`config.mk`:
```
export PLATFORM = sky130hd
export DESIGN_NAME = count_clusters_pipe
export DESIGN_NICKNAME = d
export VERILOG_FILES = /design/src/rtl/count_clusters_pipe.sv
export SDC_FILE = /design/constraint.sdc
export NUM_CORES = 2
export LEC_CHECK = 0
export CORE_ASPECT_RATIO = 0.5
export CORE_UTILIZATION = 60
export DETAILED_ROUTE_END_ITERATION = 16
export PLACE_DENSITY = 0.94
export SLEW_MARGIN = 20
export SYNTH_ARGS = -nofsm -noshare
export SYNTH_HDL_FRONTEND = slang
export SYNTH_SLANG_ARGS = --single-unit
```
`constraint.sdc`:
```
create_clock -name clock -period 6.8 [get_ports clock]
set_input_delay 1.36 -clock clock [delete_from_list [all_inputs] [get_ports clock]]
set_output_delay 1.36 -clock clock [all_outputs]
set_load 0.005 [all_outputs]
```
`src/rtl/count_clusters_pipe.sv`:
```
// Pipelined popcount of the valid-pattern flags with threshold overflow flag,
// running peak and saturating overflow-event statistics.
module count_clusters_pipe #(
    parameter int unsigned NVPF  = 768,
    parameter int unsigned GROUP = 6,
    parameter int unsigned CNTW  = 11,
    parameter int unsigned OVFW  = 16
) (
    input  logic             clock,
    input  logic             reset_n,
    input  logic [NVPF-1:0]  vpfs_i,
    input  logic             valid_i,
    input  logic [CNTW-1:0]  thresh_i,
    input  logic             clear_i,
    output logic [CNTW-1:0]  cnt_o,
    output logic             valid_o,
    output logic             overflow_o,
    output logic [CNTW-1:0]  peak_o,
    output logic [OVFW-1:0]  ovf_cnt_o
);

    localparam int unsigned N1 = NVPF / GROUP;
    localparam int unsigned D  = $clog2(N1);
    localparam int unsigned P  = 1 << D;
    localparam int unsigned LW = $clog2(GROUP + 1);
    localparam logic [OVFW-1:0] OVF_MAX = '1;

    function automatic logic [LW-1:0] popcnt(input logic [GROUP-1:0] v);
        logic [LW-1:0] s;
        s = '0;
        for (int unsigned b = 0; b < GROUP; b++) begin
            s = s + LW'(v[b]);
        end
        return s;
    endfunction

    // Stage 0: input capture; flag register kept distinct from any duplicate
    (* keep = "true", dont_merge = "true" *) logic [NVPF-1:0] vpfs_q;
    logic            valid_q;
    logic [CNTW-1:0] thresh_q;

    always_ff @(posedge clock or negedge reset_n) begin
        if (!reset_n) begin
            vpfs_q   <= '0;
            valid_q  <= 1'b0;
            thresh_q <= '0;
        end else begin
            vpfs_q   <= vpfs_i;
            valid_q  <= valid_i;
            thresh_q <= thresh_i;
        end
    end

    // Level 0 holds the leaf popcounts; each later level adds adjacent pairs one bit wider
    for (genvar l = 0; l <= D; l++) begin : g_lvl
        localparam int unsigned W = LW + l;
        localparam int unsigned N = P >> l;
        logic [W-1:0] node [N];

        if (l == 0) begin : g_leaf
            always_ff @(posedge clock or negedge reset_n) begin
                if (!reset_n) begin
                    for (int unsigned i = 0; i < N; i++) begin
                        node[i] <= '0;
                    end
                end else begin
                    for (int unsigned i = 0; i < N1; i++) begin
                        node[i] <= popcnt(vpfs_q[i*GROUP +: GROUP]);
                    end
                    for (int unsigned i = N1; i < N; i++) begin
                        node[i] <= '0;
                    end
                end
            end
        end else begin : g_add
            always_ff @(posedge clock or negedge reset_n) begin
                if (!reset_n) begin
                    for (int unsigned i = 0; i < N; i++) begin
                        node[i] <= '0;
                    end
                end else begin
                    for (int unsigned i = 0; i < N; i++) begin
                        node[i] <= W'(g_lvl[l-1].node[2*i]) + W'(g_lvl[l-1].node[2*i+1]);
                    end
                end
            end
        end
    end

    logic [CNTW-1:0] tree_sum;
    assign tree_sum = CNTW'(g_lvl[D].node[0]);

    // Valid and threshold ride alongside the leaf stage and the D adder levels
    logic            valid_d  [D+1];
    logic [CNTW-1:0] thresh_d [D+1];

    always_ff @(posedge clock or negedge reset_n) begin
        if (!reset_n) begin
            for (int unsigned i = 0; i <= D; i++) begin
                valid_d[i]  <= 1'b0;
                thresh_d[i] <= '0;
            end
        end else begin
            valid_d[0]  <= valid_q;
            thresh_d[0] <= thresh_q;
            for (int unsigned i = 1; i <= D; i++) begin
                valid_d[i]  <= valid_d[i-1];
                thresh_d[i] <= thresh_d[i-1];
            end
        end
    end

    // Output stage: count and overflow forced to zero for invalid slots
    always_ff @(posedge clock or negedge reset_n) begin
        if (!reset_n) begin
            cnt_o      <= '0;
            overflow_o <= 1'b0;
            valid_o    <= 1'b0;
        end else begin
            cnt_o      <= valid_d[D] ? tree_sum : '0;
            overflow_o <= valid_d[D] && (tree_sum > thresh_d[D]);
            valid_o    <= valid_d[D];
        end
    end

    // Statistics; a clear restarts them from the current output-stage values
    always_ff @(posedge clock or negedge reset_n) begin
        if (!reset_n) begin
            peak_o    <= '0;
            ovf_cnt_o <= '0;
        end else if (clear_i) begin
            peak_o    <= valid_o ? cnt_o : '0;
            ovf_cnt_o <= overflow_o ? OVFW'(1) : '0;
        end else begin
            if (valid_o && (cnt_o > peak_o)) begin
                peak_o <= cnt_o;
            end
            if (overflow_o && (ovf_cnt_o != OVF_MAX)) begin
                ovf_cnt_o <= ovf_cnt_o + OVFW'(1);
            end
        end
    end

endmodule

```
After elaboration in Yosys (flattened, before gate mapping)
Index checks and enable logic that the tools add are counted.

Register bits: 1927. Output and inout bits: 40. Logic and storage cells: 1062.

Add/sub/neg operators: 768. $lt $le $gt $ge: 2. Eq/ne operators: 1. Muxes and demuxes: 7. Reduce and logical (&&, ||, !) cells: 5.

Operators with widths (number): $add A3 B1 Y3 (384); $add A2 B1 Y3 (128); $add A1 B1 Y2 (128); $add A3 B3 Y4 (64); $add A4 B4 Y5 (32); $add A5 B5 Y6 (16); $add A6 B6 Y7 (8); $add A7 B7 Y8 (4); $mux W16 (2); $gt A10 B11 Y1 (2); $mux W11 (2); $mux W10 (2); $add A8 B8 Y9 (2); $add A16 B1 Y16 const B (1); $ne A16 B16 Y1 const B (1); $add A9 B9 Y10 (1); $reduce_bool A2 Y1 (2); $logic_and A1 B1 Y1 (3); $mux W1 (1).

Logic depth before layout (Yosys ltp)
Depth in word-level cells: 5. Mapped depth: 8. Gate-level depth less buffers: 8.

Least setup slack after synthesis
Ideal clock, no wire load.

Kind: flip-flop to flip-flop. From: register vpfs_q[564]. To: register g_lvl[0].node[100] (netlist name). Setup time: 0.114 ns. Data arrival time: 2.066 ns. Data required time: 6.686 ns. Slack: 4.620 ns. Stages on the path, launching flop included: 9. Path through: dfrtp_1 > fa_1 > inv_1 > fa_1 > inv_1 > ha_1 > inv_1 > fa_1 > inv_1.

Word-level cells in the longest chain between the ends: 5.

RTL lines: start, declared (RTL line 38) `(* keep = "true", dont_merge = "true" *) logic [NVPF-1:0] vpfs_q;`; start signal, assigned (RTL line 48) `vpfs_q <= vpfs_i;`; $add A1 B1 Y2 (RTL line 32) `s = s + LW'(v[b]);`; $add A2 B1 Y3 (RTL line 32); $add A3 B1 Y3 (3 in series) (RTL line 32); end signal, assigned by index (RTL line 68) `node[i] <= popcnt(vpfs_q[i*GROUP +: GROUP]);`; end, declared (RTL line 58) `logic [W-1:0] node [N];`.

No other way between the ends. A chain may end at the register's enable or synchronous reset.

Worst setup path after layout
From: register valid_o. To: output valid_o.

RTL lines: start, declared (RTL line 16) `output logic valid_o,`; start signal, assigned (RTL line 122) `valid_o <= valid_d[D];`.

No word-level cell between the ends.

==> impl_metrics.yaml <==
status:
  status: "finished clean"
sta:
  period_minus_slack_ps: 3360
  worstMarginPinSlew_ps: 998
  post-route-period-util: 0.494
  relSlewSlack: 0.334
  timing.fmax_ghz: 0.298
  finalSetupTns_ps: 0
  rsz0062_at_grt: "false"
  worst_slack_ps: 3440
  finalSetupViolCount: 0
  skew_ps: 39.6
  hold_viol_final: 0
  slew_violations: 0
clocking:
  htreeDepth: 4
  cts_buffers: 159
  cts_tree: "built"
  cts_hold_repair.buffers: 0
  clk_pin_slew_ps: 80
  root_buffer: "clkbuf_16"
  clk_latency_ps: 810
  cts_setup_buffers: 0
  cts_max_path_buffers: 3
  cts_sinks: 1926
  cts_resized: 0
worst_setup_path:
  crit_type: "register to output port"
  cp-start-kind: "register"
  cp_slowest_cell: "dfrtp_1"
  critPathArrivalTime_ps: 2000
  rr_endpoint: "g_lvl[0].node[295]"
  crit_family: "flip-flops"
  ff2ff_path_depth: 8
  path_buf_inv: 1
  crit_path_cell_trace: "clkdlybuf4s50_1"
  critPathRequiredTime_ps: 5440
  cp_max_fo: 12
  critPathMaxStageDelay_ps: 620
  r2r_setup_slack_ps: 4050
  cp-end-kind: "output port"
  worstReg2RegStart: "vpfs_q[174]"
worst_hold_path:
  min_to: "thresh_d[74]"
  hold_depth: 0
  hp-start: "thresh_d[85]"
  hold_path.class: "register to register"
placed_design:
  pre_cts_ws_ps: 3740
  dp.cells: 8312
  postPlaceCellArea_um2: 90300
  gp_congestion: 0.835
  port-buffer-count: 820
  dpl.hpwl_um: 130000
finish:
  final_area_um2: 96200
  drive_above_1_share: 0.0458
  final_common_cell: "dfrtp_1"
  regArea_um2: 48200
  nets: 8642
  layout_common_cells: "1,926 x dfrtp_1, 1,595 x inv_1, 819 x clkdlybuf4s50_1, 650 x ha_1, 511 x fa_1"
  area_growth_pct: 20.9
  multi_input_area_um2: 25400
  fill_cells: 6821
  instances_no_fill: 8651
global_routing:
  grt_util_all_layers: 0.312
  grt_overflow: 0
  grt_antenna_before_repair: 46
  grt_pass1_wl_um: 308000
  grt_max_degree: 183
  first_global_vias: 54078
job:
  drv_cap: 0
power_and_ir_drop:
  p_per_area_nw_per_um2: 433
  seqPwrFrac: 0.392
  internal_power_mw: 26.7
  power_leakage_nw: 49.3
  swShare: 0.360
  ir_worst_vdd_mv: 0.364
  clkPwrFrac: 0.247
  comb_power_share: 0.361
  power.switching_mw: 15.0
logic_synthesis:
  yosysWarnings: 0
  ys_seq_area_frac: 0.605
  synth_edf_count: 0
  synth-seq-cells: 1926
  synth_cells: 5705
  syn_area_um2: 79600
  synthArstFlopShare: 1.00
  ys.flop_type: "dfrtp_1"
  syn_area_per_cell_um2: 14.0
  synth_cell_types: 55
routing:
  via_per_inst: 5.37
  drt_wl_total_um: 209000
  first_pass_iters: 6
  wl_per_cell_um: 24.1
  ant_nets: 0
  num_vias: 46419
  drtIter0Drc: 3925
  drc: 0
floorplanning:
  die_w_um: 517
  start_util: 0.605
  fp.coreArea_um2: 132000
  num_io_pins: 823
  rows: 94
  die-area_um2: 134000
  chipHeight_um: 260
[power by group through the flow]
stage | logic [mW] | registers (mW) | clock network [mW]
6_report | 15.0 | 16.4 | 10.3
3_3_place_gp | 12.0 | 16.1 | 0
2_1_floorplan | 9.05 | 15.5 | 0
4_1_cts | 14.6 | 16.2 | 10.4
3_5_place_dp | 13.2 | 16.3 | 0
5_1_grt | 16.4 | 16.5 | 10.8
[synth_stat cells, types with 3 or more instances]
| cell | number | share of area |
|---|---|---|
| o31a_1 | 9 | 0.00099 |
| ha_1 | 650 | 0.10 |
| nand4_1 | 5 | 0.00039 |
| dfrtp_1 | 1926 | 0.61 |
| nand2_1 | 31 | 0.0015 |
| o21a_1 | 15 | 0.0014 |
| buf_2 | 3 | 0.00019 |
| or4b_1 | 3 | 0.00038 |
| o21ai_0 | 74 | 0.0047 |
| nor2_1 | 51 | 0.0024 |
| nor3_1 | 8 | 0.00050 |
| buf_4 | 4 | 0.00038 |
| o21bai_1 | 18 | 0.0017 |
| xor2_1 | 8 | 0.00088 |
| a211oi_1 | 7 | 0.00066 |
| nand3_1 | 11 | 0.00069 |
| xnor2_1 | 241 | 0.027 |
| and2_1 | 10 | 0.00079 |
| a21oi_1 | 123 | 0.0077 |
| nor2b_1 | 58 | 0.0046 |
| o211ai_1 | 7 | 0.00066 |
| a21o_1 | 230 | 0.022 |
| nor3b_1 | 10 | 0.00094 |
| mux2i_1 | 4 | 0.00050 |
| inv_1 | 1595 | 0.075 |
| clkbuf_1 | 6 | 0.00028 |
| fa_1 | 511 | 0.13 |
| a21boi_0 | 5 | 0.00047 |
| nand2b_1 | 49 | 0.0038 |
[kinds of logic after synthesis]
group	synth area share
muxes	0.000503
DFF	0.605
other	0.0000471
xor gates and xnor gates	0.0274
adders and majority gates	0.231
buffers and inverters	0.0761
and+or+nand+nor	0.0181
AOI/OAI and AO/OA	0.0420
[through the flow]
step           hold WS (ps)  power (mW)  utilization
2_1_floorplan           331        24.6            -
3_3_place_gp            332        28.1        0.686
3_5_place_dp            336        29.5        0.686
4_1_cts                 348        41.2        0.730
5_1_grt                 353        43.7        0.731
6_report                343        41.7        0.731
[how the worst max path moves through the flow]
stage / start / end / slack [ps] / depth (start not counted)
finish: valid_o / valid_o / 3440 / 1
global placement: reset_n / vpfs_q[294] / 3800 / 3
floorplan: vpfs_q[564] / g_lvl[0].node[100] / 4620 / 8
detailed placement: reset_n / vpfs_q[297] / 3740 / 3
global route: valid_o / valid_o / 3360 / 1
CTS: valid_o / valid_o / 3420 / 1
[flip-flops by register name, indices dropped and copies added (netlist names)]
name,flops
thresh_q,11
vpfs_q,768
ovf_cnt_o,16
thresh_d,88
cnt_o,10
overflow_o,1
g_lvl.node,1012
valid_o,1
peak_o,10
valid_d,8
valid_q,1
[layout make-up]
| type | count | share of cell area |
|---|---|---|
| Inverter | 1595 | 0.0622 |
| Timing Repair Buffer | 845 | 0.0887 |
| Clock inverter | 81 | 0.0134 |
| Antenna cell | 46 | 0.00120 |
| Sequential cell | 1926 | 0.501 |
| Multi-Input combinational cell | 2171 | 0.264 |
| Tap cell | 1776 | 0.0231 |
| Clock buffer | 211 | 0.0469 |
[per-layer routing]
metal | vias up | share of wire | track usage
met3 | 1091 | 0.066 | 0.0627
met1 | 23946 | 0.33 | 0.339
met5 | - | 0.00026 | 0
met2 | 2306 | 0.52 | 0.557
li1 | 19068 | - | -
met4 | 8 | 0.083 | 0.208
No activity file was read; power rests on OpenSTA's default activity.
